**src/rtl/stall_attributor.sv**
```systemverilog
// Stall-cause performance counters: each stalled dispatch cycle is attributed to one
// cause by fixed priority, stall episodes are tracked, and all counters are readable by index.
module stall_attributor #(
  parameter int  NUM_CAUSES = 15,
  parameter int  CNT_W      = 32,
  localparam int IDX_W      = $clog2(NUM_CAUSES + 5)
) (
  input  logic                  clk,
  input  logic                  rst_n,
  input  logic                  en,
  input  logic                  clr,
  input  logic [NUM_CAUSES-1:0] stall_causes,
  input  logic                  dispatch_stall,
  input  logic                  rd_req,
  input  logic [IDX_W-1:0]      rd_idx,
  output logic                  rd_valid,
  output logic [CNT_W-1:0]      rd_data,
  output logic                  in_stall,
  output logic [CNT_W-1:0]      max_run
);

  localparam int UNATTR_IDX = NUM_CAUSES;
  localparam int EN_IDX     = NUM_CAUSES + 1;
  localparam int TOTAL_IDX  = NUM_CAUSES + 2;
  localparam int EPI_IDX    = NUM_CAUSES + 3;
  localparam int NUM_CNT    = NUM_CAUSES + 4;
  localparam logic [IDX_W-1:0] MAX_RUN_IDX = IDX_W'(NUM_CAUSES + 4);

  typedef enum logic {IDLE, STALL} state_t;

  state_t                state;
  logic [NUM_CAUSES-1:0] s_causes;
  logic                  s_stall;
  logic                  s_en;
  logic [CNT_W-1:0]      cnt [NUM_CNT];
  logic [CNT_W-1:0]      run;
  logic [CNT_W-1:0]      run_next;
  logic [IDX_W-1:0]      cause_idx;
  logic                  cause_hit;
  logic [CNT_W-1:0]      rd_sel;

  function automatic logic [CNT_W-1:0] sat_inc(input logic [CNT_W-1:0] v);
    return (&v) ? v : v + CNT_W'(1);
  endfunction

  // Clearing the sample stage too means the event presented alongside clr is dropped as well.
  always_ff @(posedge clk or negedge rst_n) begin
    if (!rst_n) begin
      s_causes <= '0;
      s_stall  <= 1'b0;
      s_en     <= 1'b0;
    end else if (clr) begin
      s_causes <= '0;
      s_stall  <= 1'b0;
      s_en     <= 1'b0;
    end else begin
      s_causes <= stall_causes;
      s_stall  <= dispatch_stall;
      s_en     <= en;
    end
  end

  always_comb begin
    cause_idx = '0;
    cause_hit = |s_causes;
    for (int i = NUM_CAUSES - 1; i >= 0; i--) begin
      if (s_causes[i]) cause_idx = IDX_W'(i);
    end
  end

  assign run_next = (state == IDLE) ? CNT_W'(1) : sat_inc(run);

  always_ff @(posedge clk or negedge rst_n) begin
    if (!rst_n) begin
      for (int i = 0; i < NUM_CNT; i++) cnt[i] <= '0;
      run     <= '0;
      max_run <= '0;
      state   <= IDLE;
    end else if (clr) begin
      for (int i = 0; i < NUM_CNT; i++) cnt[i] <= '0;
      run     <= '0;
      max_run <= '0;
      state   <= IDLE;
    end else if (s_en) begin
      cnt[EN_IDX] <= sat_inc(cnt[EN_IDX]);
      if (s_stall) begin
        cnt[TOTAL_IDX] <= sat_inc(cnt[TOTAL_IDX]);
        if (cause_hit) cnt[cause_idx] <= sat_inc(cnt[cause_idx]);
        else           cnt[UNATTR_IDX] <= sat_inc(cnt[UNATTR_IDX]);
        if (state == IDLE) cnt[EPI_IDX] <= sat_inc(cnt[EPI_IDX]);
        state <= STALL;
        run   <= run_next;
        if (run_next > max_run) max_run <= run_next;
      end else begin
        state <= IDLE;
        run   <= '0;
      end
    end
  end

  assign in_stall = (state == STALL);

  always_comb begin
    rd_sel = '0;
    if (rd_idx == MAX_RUN_IDX)     rd_sel = max_run;
    else if (rd_idx < MAX_RUN_IDX) rd_sel = cnt[rd_idx];
  end

  always_ff @(posedge clk or negedge rst_n) begin
    if (!rst_n) begin
      rd_valid <= 1'b0;
      rd_data  <= '0;
    end else begin
      rd_valid <= rd_req;
      if (rd_req) rd_data <= rd_sel;
    end
  end

endmodule

```
**config.mk**
```make
export PLATFORM = sky130hd
export DESIGN_NAME = stall_attributor
export DESIGN_NICKNAME = d
export VERILOG_FILES = /design/src/rtl/stall_attributor.sv
export SDC_FILE = /design/constraint.sdc
export NUM_CORES = 2
export LEC_CHECK = 0
export ABC_AREA = 1
export BUFFER_PORTS_ARGS = -buffer_cell sky130_fd_sc_hd__buf_2
export CAP_MARGIN = 0
export CELL_PAD_IN_SITES_DETAIL_PLACEMENT = 1
export CELL_PAD_IN_SITES_GLOBAL_PLACEMENT = 1
export CORE_MARGIN = 1
export CORE_UTILIZATION = 47
export DETAILED_ROUTE_END_ITERATION = 10
export PLACE_DENSITY = 0.78
export SLEW_MARGIN = 40
export SYNTH_ARGS = -nofsm -noshare
export SYNTH_HDL_FRONTEND = slang
export SYNTH_SLANG_ARGS = --single-unit
```
**constraint.sdc**
```tcl
create_clock -name clk -period 5.2 [get_ports clk]
set_clock_uncertainty 0.15 [all_clocks]
set_input_delay 0.52 -clock clk [delete_from_list [all_inputs] [get_ports clk]]
set_output_delay 0.52 -clock clk [all_outputs]
set_load 0.1 [all_outputs]
```
# ---- Word level (Yosys, flattened, before mapping)
# Cells that the tools add are included.
dict set report totals {
  out_inout_bits 66
  mem_bits_rw 0
  wordCells 114
  register_bits 723
  input_bits 26
  romBits 0
  latch_bits 0
  mem_count 0
}
dict set report op_classes {
  eq_ne 4
  div 0
  magnitude_cmp 5
  n_addsub 6
  n_bitwise 2
  shifts 0
  reduce_logical 17
  muxes 53
  n_mul 0
}
# operator n
set ops {}
lappend ops {{$mux 608} 3}
lappend ops {{$mux 32} 23}
lappend ops {{$bwmux 608} 1}
lappend ops {{$mux 480} 1}
lappend ops {{$bmux 32 s5} 2}
lappend ops {{$add 32x1->32 const B} 6}
lappend ops {{$reduce_and 32->1} 6}
lappend ops {{$demux 32 s5} 1}
lappend ops {{$mux 96} 1}
lappend ops {{$mux 5} 13}
lappend ops {{$gt 32x32->1} 1}
lappend ops {{$mux 15} 1}
lappend ops {{$reduce_or 15->1} 1}
lappend ops {{$ge 6x6->1 const B} 2}
lappend ops {{$not 5->6} 2}
lappend ops {{$reduce_and 3->1} 3}
lappend ops {{$mux 4} 2}
lappend ops {{$reduce_bool 2->1} 4}
lappend ops {{$lt 6x1->1 const B} 1}
lappend ops {{$ne 3x3->1 const B} 2}
lappend ops {{$eq 5x5->1 const B} 1}
lappend ops {{$lt 5x5->1 const B} 1}
lappend ops {{$mux 1} 5}
lappend ops {{$reduce_and 4->1} 1}
lappend ops {{other kinds (3)} 3}

# ---- Logic depth before layout (Yosys ltp)
dict set report depth {
  ltp_word 27
  depth_mapped 33
  mapped_depth_nobuf 31
}

# ---- Least setup slack after synthesis
# Ideal clock, no wire load.
dict set report synth_timing {
  path_type {flip-flop to flip-flop}
  startpoint {register run[0]}
  endpoint {register max_run[13]}
  period_less_slack_ps 4729
  required_ps 4967
  setup_time_ps 83
  path_stages_with_launch 29
  path_slack_ps 471
  arrival_ps 4496
  path_buffers 2
  cell_sequence {dfrtp_1 -> ha_1 -> nand3_1 -> nor3_1 -> nand4_1 -> nor4_1 -> nand2_1 -> nor2_1 -> inv_1 -> nand3_1 -> nor2_1 -> nand2_1 -> nor2_1 -> nand3_1 -> nor3_1 -> nand2_1 -> xor2_1 -> nand2_1 -> inv_1 -> ha_1 -> nand2_1 -> nor3_1 -> or3b_2 -> o21ai_0 -> o211ai_1 -> or2_2 -> clkbuf_1 -> clkbuf_1 -> o22ai_1}
}
dict set report synth_via {
  elab_chain_cells 7
  word_cells_on_any_way 11
  classes_between {add/sub (1); order compare (1); mux (6); reduce/logical (3)}
}
# item line_no
set synth_lines {}
lappend synth_lines {{from (decl)} 36} ;# logic [CNT_W-1:0] run;
lappend synth_lines {{from (signal assigned)} 92} ;# run <= run_next;
lappend synth_lines {{$add 32x1->32 or $reduce_and 32->1 (tied branches)} 43} ;# return (&v) ? v : v + CNT_W'(1);
lappend synth_lines {{$mux 32 *} 43}
lappend synth_lines {{$mux 32 *} 71} ;# assign run_next = (state == IDLE) ? CNT_W'(1) : sat_inc(run);
lappend synth_lines {{parallel branches: the longest is 4 deep, another holds $gt 32x32->1} n/a}
lappend synth_lines {{to (signal assigned)} 93} ;# if (run_next > max_run) max_run <= run_next;
lappend synth_lines {{to (decl)} 19} ;# output logic [CNT_W-1:0] max_run
# Every way passes the cells marked *. The select of a mux whose other input is x is not followed.
# A chain may end at the register's enable or synchronous reset.

# ---- Worst setup path after layout
dict set report layout_timing {
  startpoint {register run[0]}
  endpoint {register max_run[11]}
}
# The elaborated chain is that of the path after synthesis.

==> metrics <==
EDFF count, synth 0; share of cells above drive strength 1 8.08%; cell count after synthesis 6333; Residual DRC 0; Slew HR 33.8%; # setup viols final 0; FILL cells 12144; total placed instance area 0.0465 mm^2; Top FF cell, synth dfrtp_1; grt ovf 0; DP Wirelength 132000 um; DR iter-0 viols 5227; initial antenna violation count 4; MaxCap Viol Count 0; core area 0.0936 mm^2; Cell variety after synth 57; clock root buffer clkbuf_16; Hold Fails Final Rpt 0; largest net degree at the start of global routing 121; area leader, netlist dfrtp_1; Syn Nets 6397; gr usage total 42.3%; GPL Wtd Cong 1.02; die height 310 um; post-synthesis register bit count 723; Area Overhead vs Synth 11.5%; DR vias/cell 6.29; post-route cell area 0.0497 mm^2; CTS tree yes; first-pass GRT wire length 305000 um; H-Tree Depth 3; fin nets 6347; port buffer count 91; worst slew pin tran 0.989 ns; critical-path maximum fanout 15; vias in the first global route 47918; Hold Path Class input port to register; Reg area 0.0181 mm^2; DRT Pass-1 Iters 7; Setup crit start kind register; Final ANT Viol Nets 0; total CTS buffers 87; share of the synthesized area in the top cell type 40.6%; Die ar. 0.0961 mm^2; Final min period 4.93 ns; crit path DAT 5.36 ns; Peak VDD IR 0.246 mV; worst path required time 5.64 ns; CP endpoint kind register; status finished, final reports clean; Clock Latency Late Sink 0.69 ns; Boundary Pins 92; sequential fraction of the synthesis area 40.6%; Clock Pin Slew Worst Setup and Hold Paths 0.06 ns; Max Slew Vio Count 0; multi-input logic area 0.0217 mm^2; Post-synth top cells nand2_1 (1972), inv_1 (819), dfrtp_1 (723), nand3_1 (406), o21ai_0 (369); synthesized cell area 0.0446 mm^2; async set-reset flop share out of synthesis 100%; DRT Wirelength 206000 um; Initial Utilization 47.6%; die width 310 um; Post-Syn Area per Cell 7.04 um^2; Clock Sinks 723; detailed-route via count 47847; Synth area leaders dfrtp_1 (41%), nand2_1 (17%), inv_1 (6.9%), nand3_1 (4.6%), o21ai_0 (4.1%); Final Cycle Share 94.8%; Setup CP Type register to register; pre-CTS WS 0.0231 ns; worst setup margin 0.271 ns; cell with the most instances after synthesis nand2_1; clock buffer depth 3; PwrDens 309 mW/mm^2; leakage power 23.2 nW; Fmax 203 MHz; Warnings, synthesis 0; drt wl/cell 27.1 um; row count 112
[state kept, by name, indices dropped and copies added, names as in the netlist]
| name | flops |
|---|---|
| cnt | 608 |
| in_stall | 1 |
| max_run | 32 |
| rd_data | 32 |
| rd_valid | 1 |
| run | 32 |
| s_causes | 15 |
| s_en | 1 |
| s_stall | 1 |
[placed cells by master, fill, tap and decap left out, types with 14 or more instances in the layout]
master,count
o21ai_1,34
o2111ai_1,29
nor3_1,81
nand4_1,233
a31oi_1,27
nand2_1,1970
nor4_1,25
nor2_1,278
a221oi_1,27
o211ai_1,28
buf_4,115
clkbuf_1,28
clkinv_2,14
clkbuf_16,90
buf_2,89
nand3_1,404
inv_1,810
o22ai_1,87
clkbuf_8,18
buf_12,33
nor2_4,22
nand2_4,33
xor2_1,36
o21ai_0,364
a21oi_1,284
o32a_1,20
nand3b_1,118
o221ai_1,85
a22oi_1,30
dlygate4sd3_1,18
ha_1,38
dfrtp_1,723
nor2_2,19
[cell families (layout without fill, tap and decap cells)]
| family | count (synthesis) | after routing | synth area share (%) |
|---|---|---|---|
| AND/OR/NAND/NOR | 3213 | 3216 | 31.7 |
| buffers and inverters | 1250 | 1262 | 11.4 |
| AO/OA/AOI/OAI | 1063 | 1063 | 14.3 |
| flip-flops | 723 | 723 | 40.6 |
| XOR/XNOR | 46 | 46 | 0.904 |
| adder cells (fa/ha/maj) | 38 | 38 | 1.07 |
| other | 0 | 1 | 0 |
[routing by layer]
layer | GRT usage, % | vias to the layer above | routed length (um)
met4 | 23.7 | 6 | 12900
met2 | 62.3 | 2528 | 87800
met3 | 10.0 | 665 | 21400
met1 | 57.1 | 23991 | 84300
li1 | - | 20657 | -
met5 | 0 | - | 34
[worst paths after layout]
check	depth (start not counted)	to	start	slack (ns)
min in group asynchronous	2	s_causes[8]	rst_n	0.22
worst min-delay path	1	rd_valid	rd_req	0.11
worst max register to register	26	max_run[11]	run[0]	0.27
max in group asynchronous	4	cnt[22]	rst_n	3.29
worst max-delay path	26	max_run[11]	run[0]	0.27
worst min register to register	2	cnt[500]	cnt[500]	0.33
[area by class of cell]
cell class | count | area share, %
inverters | 846 | 6.49
well taps | 1254 | 3.16
clock inverters | 18 | 0.428
multi-input cells | 4363 | 43.7
repair buffers | 262 | 4.53
flip-flops and latches | 723 | 36.4
clock buffers | 136 | 5.24
diodes | 1 | 0.00504
[critical path, stage by stage, from the launching register on]
cell	delay (ns)
dfrtp_1	0.44
ha_1	0.26
nand3_2	0.12
nor3_2	0.05
nand4_1	0.10
nor4_2	0.06
nand2_1	0.07
nor2_1	0.05
buf_4	0.15
nor2_1	0.08
nand3_1	0.11
inv_1	0.10
nand4_1	0.16
nor2_2	0.21
nand3_2	0.13
nor2_2	0.16
nand2_1	0.08
xor2_1	0.18
nand2_1	0.13
inv_1	0.06
ha_1	0.31
nand4_1	0.14
or3b_2	0.53
o211ai_1	0.39
nand2_1	0.20
buf_6	0.21
o22ai_1	0.18
[where the power goes]
group          switching, mW  internal (mW)  leakage (nW)
combinational           2.62          0.744          11.8
sequential            0.0565           5.69          10.0
clock                   2.65           3.62          1.39
[per-stage QoR]
stage | utilization (%) | cells | setup TNS [ns] | total power, mW | hold WS (ns)
after floorplan | - | 6333 | 0 | 7.84 | 0.0744
after global placement | 49.7 | 7425 | 0 | 9.00 | 0.311
after detailed placement | 49.7 | 7425 | 0 | 9.05 | 0.315
after CTS | 52.9 | 7597 | 0 | 15.3 | 0.0900
after global routing | 53.1 | 7602 | -0.407 | 15.7 | 0.123
final | 53.1 | 7603 | 0 | 15.4 | 0.112
[repair_timing]
action                                 4_1_cts  5_1_grt
gates resized for setup                      1       27
setup buffers                                0        1
setup endpoints to repair                   31      510
gates cloned                                 0        3
endpoints found under the hold margin       95        0
hold buffers                                18        0
pin swaps                                    0        4
No activity file was read; power rests on OpenSTA's default activity.
